[config.mk]
export PLATFORM = sky130hd
export DESIGN_NAME = wr_port_decoder_flat
export DESIGN_NICKNAME = d
export VERILOG_FILES = /design/src/rtl/wr_port_decoder_if.sv /design/src/rtl/wr_port_decoder.sv /design/src/flat_wrapper.sv
export SDC_FILE = /design/constraint.sdc
export NUM_CORES = 1
export LEC_CHECK = 0
export BUFFER_PORTS_ARGS = -buffer_cell sky130_fd_sc_hd__buf_2
export CORE_UTILIZATION = 42
export DETAILED_ROUTE_END_ITERATION = 16
export PLACE_DENSITY = 0.74
export SLEW_MARGIN = 5
export SYNTH_ARGS = -nofsm -noshare
export SYNTH_HDL_FRONTEND = slang
export SYNTH_SLANG_ARGS = --single-unit
[constraint.sdc]
create_clock -name CLK -period 1.6 [get_ports CLK]
set_input_delay 0.08 -clock CLK [delete_from_list [all_inputs] [get_ports CLK]]
set_output_delay 0.08 -clock CLK [all_outputs]
set_load 0.1 [all_outputs]
[src/rtl/wr_port_decoder_if.sv]
// Bus bundle for the dual write-port register decoder: request inputs
// plus the registered decode outputs.
interface wr_port_decoder_if #(
  parameter int AW = 3,
  parameter int CW = 8
);
  localparam int NREG = 2 ** AW;

  logic            EN0;
  logic [AW-1:0]   ADDR0;
  logic            EN1;
  logic [AW-1:0]   ADDR1;
  logic            CLR;
  logic [NREG-1:0] WE;
  logic [NREG-1:0] WSRC;
  logic            COLLIDE;
  logic            PROT_HIT;
  logic [CW-1:0]   COLL_CNT;

  modport master (
    output EN0, ADDR0, EN1, ADDR1, CLR,
    input  WE, WSRC, COLLIDE, PROT_HIT, COLL_CNT
  );

  modport slave (
    input  EN0, ADDR0, EN1, ADDR1, CLR,
    output WE, WSRC, COLLIDE, PROT_HIT, COLL_CNT
  );
endinterface

[src/rtl/wr_port_decoder.sv]
// Two write ports decoded to one-hot register write enables with a data
// source select; port 0 wins same-register collisions, which are counted.
module wr_port_decoder #(
  parameter int AW        = 3,
  parameter int NREG      = 2 ** AW,
  parameter int ZERO_PROT = 0,
  parameter int CW        = 8
) (
  input  logic               CLK,
  input  logic               RESETN,
  wr_port_decoder_if.slave   bus
);

  localparam logic [CW-1:0] CNT_MAX = '1;

  function automatic logic [CW-1:0] sat_inc(input logic [CW-1:0] v);
    return (v == CNT_MAX) ? v : v + 1'b1;
  endfunction

  logic [NREG-1:0] w_we_p0;
  logic [NREG-1:0] w_wsrc_p0;
  logic            w_coll_p0;
  logic            w_prot_p0;
  logic [CW-1:0]   w_cnt_p0;

  logic [NREG-1:0] r_we_p1;
  logic [NREG-1:0] r_wsrc_p1;
  logic            r_coll_p1;
  logic            r_prot_p1;
  logic [CW-1:0]   r_cnt_p1;

  // Stage p0: combinational decode of the sampled requests
  always_comb begin
    w_we_p0   = '0;
    w_wsrc_p0 = '0;
    w_prot_p0 = 1'b0;
    w_coll_p0 = bus.EN0 && bus.EN1 && (bus.ADDR0 == bus.ADDR1);

    if (bus.EN1 && !w_coll_p0) begin
      if ((ZERO_PROT != 0) && (bus.ADDR1 == '0)) begin
        w_prot_p0 = 1'b1;
      end else begin
        w_we_p0[bus.ADDR1]   = 1'b1;
        w_wsrc_p0[bus.ADDR1] = 1'b1;
      end
    end

    if (bus.EN0) begin
      if ((ZERO_PROT != 0) && (bus.ADDR0 == '0)) begin
        w_prot_p0 = 1'b1;
      end else begin
        w_we_p0[bus.ADDR0]   = 1'b1;
        w_wsrc_p0[bus.ADDR0] = 1'b0;
      end
    end

    // Clear beats a coincident collision; the pulse itself is unaffected
    if (bus.CLR) begin
      w_cnt_p0 = '0;
    end else if (w_coll_p0) begin
      w_cnt_p0 = sat_inc(r_cnt_p1);
    end else begin
      w_cnt_p0 = r_cnt_p1;
    end
  end

  // Stage p1: output registers
  always_ff @(posedge CLK) begin
    if (!RESETN) begin
      r_we_p1   <= '0;
      r_wsrc_p1 <= '0;
      r_coll_p1 <= 1'b0;
      r_prot_p1 <= 1'b0;
      r_cnt_p1  <= '0;
    end else begin
      r_we_p1   <= w_we_p0;
      r_wsrc_p1 <= w_wsrc_p0;
      r_coll_p1 <= w_coll_p0;
      r_prot_p1 <= w_prot_p0;
      r_cnt_p1  <= w_cnt_p0;
    end
  end

  assign bus.WE       = r_we_p1;
  assign bus.WSRC     = r_wsrc_p1;
  assign bus.COLLIDE  = r_coll_p1;
  assign bus.PROT_HIT = r_prot_p1;
  assign bus.COLL_CNT = r_cnt_p1;

endmodule

[src/flat_wrapper.sv]
// flat-port wrapper written by rule: the top's interface ports become plain ports
module wr_port_decoder_flat 
#(
  parameter int AW        = 3,
  parameter int NREG      = 2 ** AW,
  parameter int ZERO_PROT = 0,
  parameter int CW        = 8
)
  (CLK, RESETN, bus_EN0, bus_ADDR0, bus_EN1, bus_ADDR1, bus_CLR, bus_WE, bus_WSRC, bus_COLLIDE, bus_PROT_HIT, bus_COLL_CNT);
  wr_port_decoder_if #(.AW(AW), .CW(CW)) bus_i ();
  input  logic CLK;
  input  logic RESETN;
  input wire logic [$bits(bus_i.EN0)-1:0] bus_EN0;
  input wire logic [$bits(bus_i.ADDR0)-1:0] bus_ADDR0;
  input wire logic [$bits(bus_i.EN1)-1:0] bus_EN1;
  input wire logic [$bits(bus_i.ADDR1)-1:0] bus_ADDR1;
  input wire logic [$bits(bus_i.CLR)-1:0] bus_CLR;
  output wire logic [$bits(bus_i.WE)-1:0] bus_WE;
  output wire logic [$bits(bus_i.WSRC)-1:0] bus_WSRC;
  output wire logic [$bits(bus_i.COLLIDE)-1:0] bus_COLLIDE;
  output wire logic [$bits(bus_i.PROT_HIT)-1:0] bus_PROT_HIT;
  output wire logic [$bits(bus_i.COLL_CNT)-1:0] bus_COLL_CNT;
  assign bus_i.EN0 = bus_EN0;
  assign bus_i.ADDR0 = bus_ADDR0;
  assign bus_i.EN1 = bus_EN1;
  assign bus_i.ADDR1 = bus_ADDR1;
  assign bus_i.CLR = bus_CLR;
  assign bus_WE = bus_i.WE;
  assign bus_WSRC = bus_i.WSRC;
  assign bus_COLLIDE = bus_i.COLLIDE;
  assign bus_PROT_HIT = bus_i.PROT_HIT;
  assign bus_COLL_CNT = bus_i.COLL_CNT;
  wr_port_decoder #(.AW(AW), .NREG(NREG), .ZERO_PROT(ZERO_PROT), .CW(CW)) u_core (.CLK(CLK), .RESETN(RESETN), .bus(bus_i));
endmodule
== Word-level counts from Yosys, hierarchy flattened ==
Cells that the tools add are included.
Word-level totals
  bits in registers: 25
  input port bits: 11
  output and inout bits: 26
  logic and storage cells: 31
Operators by class
  $add $sub $neg: 1
  magnitude comparators: 4
  equality and inequality tests: 2
  mux-type cells: 7
  bitwise operators: 5
  reduce and logical (&&, ||, !) cells: 8
Operators by type and width (number)
  $mux W8: 3
  $add A8 B1 Y8 const B: 1
  $and A8 B8 Y8: 1
  $eq A8 B8 Y1 const B: 1
  $lt A3 B4 Y1 const B: 2
  $not A8 Y8: 1
  $or A8 B8 Y8: 1
  $demux W1 S3: 2
  $ge A3 B1 Y1 const B: 2
  $logic_and A1 B1 Y1: 5
  $eq A3 B3 Y1: 1
  $mux W1: 2
  $not A1 Y1: 2
  $reduce_and A2 Y1: 1
  $reduce_or A2 Y1: 1
  $logic_not A1 Y1: 1

== Logic depth before layout (Yosys ltp) ==
Gate-level depths: netlist (run 1).
  depth after elaboration: 7
  gate-level depth with buffers: 6
  mapped depth without buffers: 5

== Worst setup path before layout (run 1) ==
Ideal clock, no wire load.
  path kind: register to register
  from: register u_core.r_cnt_p1[1], in the netlist u_core.bus.COLL_CNT[1]
  to: register u_core.r_cnt_p1[7], in the netlist u_core.bus.COLL_CNT[7]
  library setup time: 0.126 ns
  data arrival time: 1.940 ns
  data required time: 1.474 ns
  slack: -0.465 ns
  cell stages (with the launch flop): 6
  path buffers: 0
  period minus slack after synthesis: 2.065 ns
  cell sequence: dfxtp_1 -> ha_1 -> nand3_1 -> o21ai_0 -> or4_1 -> a21oi_1
On the way
  cells in the longest elaborated chain, start to end: 3
  elaborated cells on any way between the ends: 4
  those cells by class: add/sub (1); eq/ne (1); bitwise (1); reduce/logical (1)
RTL lines
  from (decl): RTL line wr_port_decoder.sv:30  | logic [CW-1:0] r_cnt_p1;
  from (signal assigned): RTL line wr_port_decoder.sv:80  | r_cnt_p1 <= w_cnt_p0;
  branches (longest 3 deep; another with $add A8 B1 Y8)
Several ways; the timed one is not identified.
A chain may end at the register's enable or synchronous reset.

== Worst setup path after layout (run 1) ==
  from: register u_core.r_cnt_p1[0], in the netlist u_core.bus.COLL_CNT[0]
  to: register u_core.r_cnt_p1[4], in the netlist u_core.bus.COLL_CNT[4]
The elaborated chain is that of the path after synthesis.

==> metrics.csv, run 1 <==
stage;metric;value;unit
clock_tree;TritonCTS clock tree;done;
worst_setup_path;R2R cell count;5;
power;Tot Pwr;1.12;mW
placement;pre-CTS WS;-67.1;ps
timing;Final setup viols;0;
timing;final slew viol count;0;
power;PD cells;847;nW/µm²
final_layout;Area Growth Syn to Fin;33.7;%
synth;Area contributors post-synth;dfxtp_1, o31ai_1, o211ai_1;
synth;Yosys top cell area share;0.508;
routing;via count;978;
clock_tree;worst-skew pair later-pin latency;330;ps
global_route;GRT Total Usage;0.190;
routing;vias per cell;5.49;
clock_tree;number of H-tree levels;1;
worst_setup_path;Critical Path RT;1870;ps
routing;Starting DRT DRC Count;24;
routing;residual DRC count;0;
placement;HPWL after DPL;1.71;mm
worst_setup_path;CP startpoint kind;register;
timing;min Tclk post-route;1490;ps
final_layout;Total Nets Final;163;
timing;RSZ-0062 raised after global routing;false;
power;worst vdd ir;0.723;mV
timing;fin worst setup slack;112;ps
clock_tree;Clock Sink Count;25;
final_layout;Multi-input gate area;450;µm²
die;row count;17;
final_layout;fillers;200;
synth;largest area contributor in the netlist;dfxtp_1;
timing;Final Hold Viols;0;
routing;post-route ant nets;0;
global_route;first-pass GRT wire length;3.61;mm
clock_tree;clock slew at reported path FFs;140;ps
synth;sequential-to-total area share from yosys stat;0.508;
min_path;hold depth;3;
synth;EDFF count, synth;0;
synth;ys async rst share;0;
synth;synth unique cells;31;
global_route;antenna violations before repair;0;
die;DIE WIDTH;50.4;µm
routing;Wirelength per Cell;13.0;µm
clock_tree;root buffer selected by CTS;clkbuf_4;
synth;post-synthesis register bit count;25;
min_path;worst min-delay path category;input port to register;
final_layout;final instance area;1320;µm²
global_route;vias in the first global route;834;
run;max cap viols;0;
worst_setup_path;data arrival time at the worst-slack endpoint;1750;ps
die;Top Ports;37;
synth;Synth Area per Inst;9.47;µm²
global_route;largest net degree at the start of global routing;16;
worst_setup_path;Worst setup EP type;register;
power;Pleak;0.576;nW
run_status;status;completed;
placement;Port Buffer Count;35;
final_layout;share of post-route cells with drive strength above 1;0.420;
synth;Synth Flop Type;dfxtp_1;
clock_tree;Num CTS Buffers;3;
clock_tree;hold_buf cts;0;
routing;drt pass-1 iters;4;
clock_tree;CTS max path bufs;2;
final_layout;FF/Latch Area;526;µm²
synth;synthesized instance count;104;
worst_setup_path;Max FO, Critical Path;7;
synth;Cell Area, Synth;985;µm²
final_layout;n_diodes;0;
synth;synth warn;0;
timing;clock skew;1.82;ps
die;Die ar.;2540;µm²
die;Die Y;50.4;µm
routing;routed wire length;2.31;mm
die;core box area;2210;µm²
worst_setup_path;Crit Path Category;register to register;
timing;Peak Freq;672;MHz
placement;placed cell area;1280;µm²
synth;Mapped Nets;116;
die;Initial Util;0.445;
final_layout;final core occ;0.595;
timing;final period utilization;0.930;
placement;gpl congestion;0.866;
global_route;GRT overflow;0;
[sequential cells by signal (all words and copies together) (netlist names)]
register and flops:
u_core.bus.COLLIDE 1, u_core.bus.COLL_CNT 8, u_core.bus.WE 8, u_core.bus.WSRC 8
[Yosys cell counts (2+ instances only)]
library cell / n
nand3_1: 5
nand4_1: 2
nor2_1: 7
o31ai_1: 6
o211ai_1: 4
o22ai_1: 4
nand2_1: 5
nand2b_1: 4
clkbuf_1: 3
xor2_1: 3
dfxtp_1: 25
o32ai_1: 2
o21ai_0: 3
or4_1: 3
nor3_1: 4
nand3b_1: 3
inv_1: 3
a21oi_1: 3
or3_1: 3
[power by group]
group | switching (mW) | internal [mW] | total, mW
clock network | 0.199 | 0.0976 | 0.296
registers | 0.00251 | 0.623 | 0.625
logic | 0.144 | 0.0498 | 0.194
total | 0.345 | 0.770 | 1.12
[routing by layer]
layer | vias to the layer above | share of wire | track usage
li1 | 476 | - | -
met5 | - | 0 | 0
met4 | 0 | 0.015 | 0.111
met1 | 462 | 0.45 | 0.253
met3 | 4 | 0.060 | 0.0212
met2 | 36 | 0.48 | 0.293
[cell type report]
class	count	share of cell area
flip-flops and latches	25	0.399
multi-input cells	71	0.342
repair buffers	47	0.202
well taps	28	0.0266
clock buffers	3	0.0171
inverters	3	0.00856
clock inverters	1	0.00475
[repair_timing]
action / CTS / global route
buffers inserted: 0 / 0
endpoints found under the setup margin: 0 / 2
gates resized for setup: 0 / 3
endpoints found under the hold margin: 0 / 0
[worst max-delay path, stage by stage (launching register included)]
cell	delay [ps]
dfxtp_4	380
ha_1	250
nand3_2	120
nor2_2	70
or4_1	470
a21oi_1	140
[path summary, 6_finish.rpt]
path | from | to | slack, ps
worst max-delay path | u_core.bus.COLL_CNT[0] | u_core.bus.COLL_CNT[4] | 110
worst min-delay path | RESETN | u_core.bus.COLLIDE | 60
worst max register to register | u_core.bus.COLL_CNT[0] | u_core.bus.COLL_CNT[4] | 110
worst min register to register | u_core.bus.COLL_CNT[2] | u_core.bus.COLL_CNT[2] | 510
[metrics by stage]
stage	setup TNS, ps	instances	hold slack (ps)
3_5_place_dp	-183	174	410
3_3_place_gp	-120	174	406
6_report	0	178	57.3
2_1_floorplan	0	104	243
5_1_grt	0	178	78.1
4_1_cts	0	178	49.4
[logic make-up after synthesis]
logic type / count (synthesis) / share of synthesized area
AO/OA/AOI/OAI: 24 / 0.168
XOR/XNOR: 3 / 0.0267
other: 1 / 0.00381
buffers and inverters: 8 / 0.0419
flip-flops: 25 / 0.508
adder cells (fa/ha/maj): 1 / 0.0127
AND/OR/NAND/NOR: 42 / 0.239
[placed cells by master (no fill, tap or decap), drive strengths merged, types with 2 or more instances in the layout]
cell type   n
inv         4
o22ai       4
o211ai      4
clkbuf      3
or3         3
nand3       5
nand3b      3
nand4       2
nand2b      4
nand2       5
nor3        4
o21ai       3
a21oi       3
xor2        3
nor2        7
or4         4
o31ai       6
o32ai       2
dfxtp      25
buf        47
(Power assumes the default switching activity.)
==> inputs of run 2 (changes only) <==
--- a/config.mk
+++ b/config.mk
@@ -6,9 +6,9 @@
 export NUM_CORES = 1
 export LEC_CHECK = 0
 export BUFFER_PORTS_ARGS = -buffer_cell sky130_fd_sc_hd__buf_2
-export CORE_UTILIZATION = 42
+export CORE_UTILIZATION = 45
 export DETAILED_ROUTE_END_ITERATION = 16
-export PLACE_DENSITY = 0.74
+export PLACE_DENSITY = 0.75
 export SLEW_MARGIN = 5
 export SYNTH_ARGS = -nofsm -noshare
 export SYNTH_HDL_FRONTEND = slang
==> constraint.sdc (replaced) <==
create_clock -name CLK -period 1.69 [get_ports CLK]
set_input_delay 0.0845 -clock CLK [delete_from_list [all_inputs] [get_ports CLK]]
set_output_delay 0.0845 -clock CLK [all_outputs]
set_load 0.1 [all_outputs]
==> metrics.csv, run 2 (synthesis gave the netlist of run 1 again) <==
stage;metric;value;unit
global_route;met2 Use GR;0.301;
worst_setup_path;data arrival time at the worst-slack endpoint;1780;ps
routing;routed wire length;2.21;mm
min_path;worst min-delay path category;input port to register;
worst_setup_path;CP cell instances;ha_1 > nand3_1 > o21ai_0 > or4_1 > a21oi_1;
global_route;GRT overflow;0;
placement;placed cell area;1220;µm²
global_route;vias in the first global route;811;
routing;via count;920;
global_route;first-pass GRT wire length;3.45;mm
timing;Final Hold Viols;0;
power;worst vdd ir;0.458;mV
global_route;largest net degree at the start of global routing;15;
final_layout;Total Nets Final;157;
routing;vias per cell;5.38;
min_path;WHS Endpoint;u_core.bus.COLLIDE;
timing;Final setup viols;0;
timing;RSZ-0062 raised after global routing;false;
final_layout;most common cell after layout, fill and taps aside;buf_2;
power;PD cells;832;nW/µm²
timing;Peak Freq;651;MHz
routing;Starting DRT DRC Count;18;
global_route;antenna violations before repair;0;
worst_setup_path;Worst setup EP type;register;
power;sequential power share;0.580;
die;DIE WIDTH;48.8;µm
clock_tree;root buffer selected by CTS;clkbuf_4;
final_layout;n_diodes;0;
clock_tree;CTS max path bufs;2;
power;Pleak;0.547;nW
worst_setup_path;slowest stage delay, CP;430;ps
die;Die ar.;2380;µm²
final_layout;most frequent cells in the layout;buf_2, dfxtp_1, dfxtp_2;
final_layout;Area Growth Syn to Fin;26.6;%
clock_tree;post-CTS setup buffer count;0;
routing;post-route ant nets;0;
die;row count;16;
clock_tree;TritonCTS clock tree;done;
power;Clock power frac;0.253;
final_layout;fillers;194;
placement;gpl congestion;0.815;
global_route;met3 Use GR;0.0374;
final_layout;share of post-route cells with drive strength above 1;0.382;
global_route;M1 GR Usage;0.239;
clock_tree;post-CTS sizing;0;
global_route;GRT Total Usage;0.191;
placement;HPWL after DPL;1.65;mm
clock_tree;Clock Sink Count;25;
timing;final period utilization;0.908;
die;Die Y;48.8;µm
clock_tree;Num CTS Buffers;3;
die;core box area;2000;µm²
placement;placed insts;167;
routing;residual DRC count;0;
timing;final slew viol count;0;
routing;drt pass-1 iters;4;
clock_tree;number of H-tree levels;1;
worst_setup_path;FF-to-FF Start;u_core.bus.COLL_CNT[0];
final_layout;final instance area;1250;µm²
worst_setup_path;Crit Path Category;register to register;
power;net switching power;0.310;mW
worst_setup_path;Critical Path RT;1940;ps
worst_setup_path;CP startpoint kind;register;
power;Int Power;0.726;mW
run;max cap viols;0;
min_path;hold depth;3;
power;switching part of the total;0.299;
worst_setup_path;CP startpoint;u_core.bus.COLL_CNT[0];
die;Initial Util;0.492;
worst_setup_path;Worst Path Buf+Inv;0;
die;Top Ports;37;
clock_tree;clock slew at reported path FFs;130;ps
timing;min Tclk post-route;1540;ps
clock_tree;worst-skew pair later-pin latency;310;ps
global_route;grt peak-use layer;met2;
worst_setup_path;Worst R2R End;u_core.bus.COLL_CNT[7];
worst_setup_path;Crit path max-delay family;simple AND/OR/NAND/NOR gates;
run_status;status;completed;
timing;Fin Setup TNS;0;ps
worst_setup_path;Max FO, Critical Path;5;
routing;Wirelength per Cell;12.9;µm
final_layout;non-filler cells, final;171;
worst_setup_path;CP max stage cell;or4_1;
worst_setup_path;Worst R2R Setup Slack;150;ps
placement;Port Buffer Count;35;
worst_setup_path;R2R cell count;5;
clock_tree;hold_buf cts;0;
power;combinational power share;0.167;
min_path;Hold Crit Start;RESETN;
timing;clock skew;1.43;ps
## run 2: cell count changes in the layout (fill, tap and decap cells not counted), sizes merged
cell,before,now
buf,47,41
inv,4,3
clkinv,0,1
## run 2: worst max-delay path by stage
stage / slack, ps / depth (start not counted) / to
detailed placement: 6 / 5 / u_core.bus.COLL_CNT[7]
floorplan: 5 / 5 / u_core.bus.COLL_CNT[7]
global placement: 40 / 5 / u_core.bus.COLL_CNT[7]
CTS: 160 / 5 / u_core.bus.COLL_CNT[7]
finish: 150 / 5 / u_core.bus.COLL_CNT[7]
global route: 40 / 5 / u_core.bus.COLL_CNT[7]
## run 2: final cells by class
cell class,instances,area [µm²],share of cell area
Clock buffer,3,22.5,0.0181
Clock inverter,1,5.00,0.00402
Inverter,3,11.3,0.00904
Multi-Input combinational cell,71,443,0.355
Sequential cell,25,510,0.410
Tap cell,27,33.8,0.0271
Timing Repair Buffer,41,220,0.177
## run 2: layer usage
| metal | wire length, µm | up-vias | share of wire |
|---|---|---|---|
| li1 | - | 470 | - |
| met1 | 946 | 412 | 0.43 |
| met2 | 1060 | 32 | 0.48 |
| met3 | 149 | 6 | 0.067 |
| met4 | 57 | 0 | 0.026 |
| met5 | 0 | - | 0 |
## run 2: through the flow
step,power (mW),worst slack (ps),hold WS (ps),utilization
finish,1.04,155,63.0,0.623
global route,1.09,36.2,48.6,0.623
CTS,1.05,165,49.6,0.623
detailed placement,0.786,6.50,413,0.609
global placement,0.784,35.4,412,0.609
floorplan,0.743,4.69,247,-
## run 2: power groups by stage
| stage | clock network [mW] | registers (mW) | logic (mW) |
|---|---|---|---|
| final | 0.262 | 0.601 | 0.173 |
| after global routing | 0.301 | 0.603 | 0.181 |
| after CTS | 0.276 | 0.602 | 0.172 |
| after detailed placement | 0 | 0.615 | 0.171 |
| after global placement | 0 | 0.614 | 0.169 |
| after floorplan | 0 | 0.689 | 0.0540 |
## run 2: worst reg2reg max path: stages (launching register included)
cell and delay [ps]:
dfxtp_2 360, ha_1 230, nand3_1 130, o21ai_0 160
or4_1 430, a21oi_1 160
==> inputs of run 3 (changes only) <==
--- a/config.mk
+++ b/config.mk
@@ -8,7 +8,7 @@
 export BUFFER_PORTS_ARGS = -buffer_cell sky130_fd_sc_hd__buf_2
 export CORE_UTILIZATION = 45
 export DETAILED_ROUTE_END_ITERATION = 16
-export PLACE_DENSITY = 0.75
+export PLACE_DENSITY = 0.74
 export SLEW_MARGIN = 5
 export SYNTH_ARGS = -nofsm -noshare
 export SYNTH_HDL_FRONTEND = slang
==> metrics.csv, run 3 (synthesis gave the netlist of run 1 again) <==
stage;metric;value;unit
final_layout;most common cell after layout, fill and taps aside;buf_2;
routing;drt pass-1 iters;6;
placement;gpl congestion;0.752;
global_route;antenna violations before repair;0;
worst_setup_path;Worst R2R End;u_core.bus.COLL_CNT[4];
routing;vias per cell;5.39;
clock_tree;root buffer selected by CTS;clkbuf_4;
worst_setup_path;Critical Path RT;1950;ps
global_route;largest net degree at the start of global routing;15;
timing;Fin Setup TNS;0;ps
global_route;GRT Total Usage;0.183;
routing;Wirelength per Cell;12.3;µm
timing;clock skew;0.911;ps
die;Die ar.;2380;µm²
clock_tree;CTS max path bufs;2;
global_route;vias in the first global route;756;
worst_setup_path;FF-to-FF Start;u_core.bus.COLL_CNT[0];
power;worst vdd ir;0.585;mV
worst_setup_path;Crit Path Category;register to register;
worst_setup_path;R2R cell count;5;
die;Die Y;48.8;µm
final_layout;Area Growth Syn to Fin;27.3;%
placement;placed cell area;1230;µm²
worst_setup_path;CP startpoint kind;register;
final_layout;most frequent cells in the layout;buf_2, dfxtp_1, dfxtp_2;
routing;residual DRC count;0;
timing;Peak Freq;654;MHz
timing;Final setup viols;0;
final_layout;final instance area;1250;µm²
clock_tree;hold_buf cts;0;
die;Initial Util;0.492;
power;Pleak;0.551;nW
worst_setup_path;Worst setup EP type;register;
timing;Final Hold Viols;0;
timing;final slew viol count;0;
placement;Port Buffer Count;35;
run;max cap viols;0;
final_layout;Total Nets Final;158;
clock_tree;number of H-tree levels;1;
power;Tot Pwr;1.04;mW
clock_tree;TritonCTS clock tree;done;
worst_setup_path;CP startpoint;u_core.bus.COLL_CNT[0];
run_status;status;completed;
clock_tree;post-CTS setup buffer count;0;
clock_tree;worst-skew pair later-pin latency;320;ps
die;Top Ports;37;
die;DIE WIDTH;48.8;µm
placement;HPWL after DPL;1.61;mm
worst_setup_path;Max FO, Critical Path;7;
worst_setup_path;Worst R2R Setup Slack;160;ps
timing;RSZ-0062 raised after global routing;false;
clock_tree;Clock Sink Count;25;
global_route;GRT overflow;0;
timing;final period utilization;0.905;
power;PD cells;829;nW/µm²
clock_tree;post-CTS sizing;0;
die;row count;16;
die;core box area;2000;µm²
min_path;worst min-delay path category;input port to register;
global_route;first-pass GRT wire length;3.35;mm
final_layout;n_diodes;0;
timing;min Tclk post-route;1530;ps
worst_setup_path;crit path capture;u_core.bus.COLL_CNT[4];
routing;Starting DRT DRC Count;30;
worst_setup_path;data arrival time at the worst-slack endpoint;1790;ps
routing;post-route ant nets;0;
final_layout;share of post-route cells with drive strength above 1;0.386;
routing;via count;927;
routing;routed wire length;2.12;mm
clock_tree;Num CTS Buffers;3;
clock_tree;clock slew at reported path FFs;130;ps
run 3: cell types whose count changed in the layout (fill, tap and decap cells not counted), sizes merged:
| cell | before | now |
|---|---|---|
| buf | 41 | 42 |
run 3: worst max-delay path, cell delays in order, from the launching register on:
cell and delay [ps]:
dfxtp_2 360, ha_1 240, nand3_1 130, nor2_1 110
or4_1 490, a21oi_1 140
run 3: stage by stage:
stage                      util  setup slack [ps]  hold slack (ps)  cells
after CTS                 0.626               161             67.4    172
after global placement    0.613              18.1              397    168
final                     0.626               160             69.5    172
after detailed placement  0.613             -8.24              419    168
after global routing      0.626              47.9             73.3    172
after floorplan               -              4.69              247    104
run 3: layout make-up:
| cell class | count | area (µm²) |
|---|---|---|
| fillers | 185 | 748 |
| flip-flops and latches | 25 | 510 |
| multi-input cells | 71 | 443 |
| repair buffers | 42 | 228 |
| well taps | 27 | 33.8 |
| clock buffers | 3 | 22.5 |
| inverters | 3 | 11.3 |
| clock inverters | 1 | 5.00 |
run 3: metal layers:
| metal | share of wire | vias up | wire length (µm) | global-route usage |
|---|---|---|---|---|
| li1 | - | 470 | - | - |
| met1 | 0.45 | 422 | 960 | 0.244 |
| met2 | 0.46 | 30 | 977 | 0.280 |
| met3 | 0.064 | 5 | 135 | 0.0312 |
| met4 | 0.021 | 0 | 45 | 0.103 |
| met5 | 0 | - | 0 | 0 |
run 3: worst min-delay path by stage:
stage                  from                 end  slack (ps)  cells after the start
2_1_floorplan  bus_ADDR0[1]    u_core.bus.WE[6]         250                      2
3_3_place_gp         RESETN  u_core.bus.COLLIDE         400                      3
3_5_place_dp         RESETN  u_core.bus.COLLIDE         420                      3
4_1_cts              RESETN  u_core.bus.COLLIDE          70                      3
5_1_grt              RESETN  u_core.bus.COLLIDE          70                      3
6_report             RESETN  u_core.bus.COLLIDE          70                      3
run 3: report_power, final:
part	internal, mW	switching [mW]
clock	0.0888	0.176
sequential	0.599	0.00209
combinational	0.0393	0.134
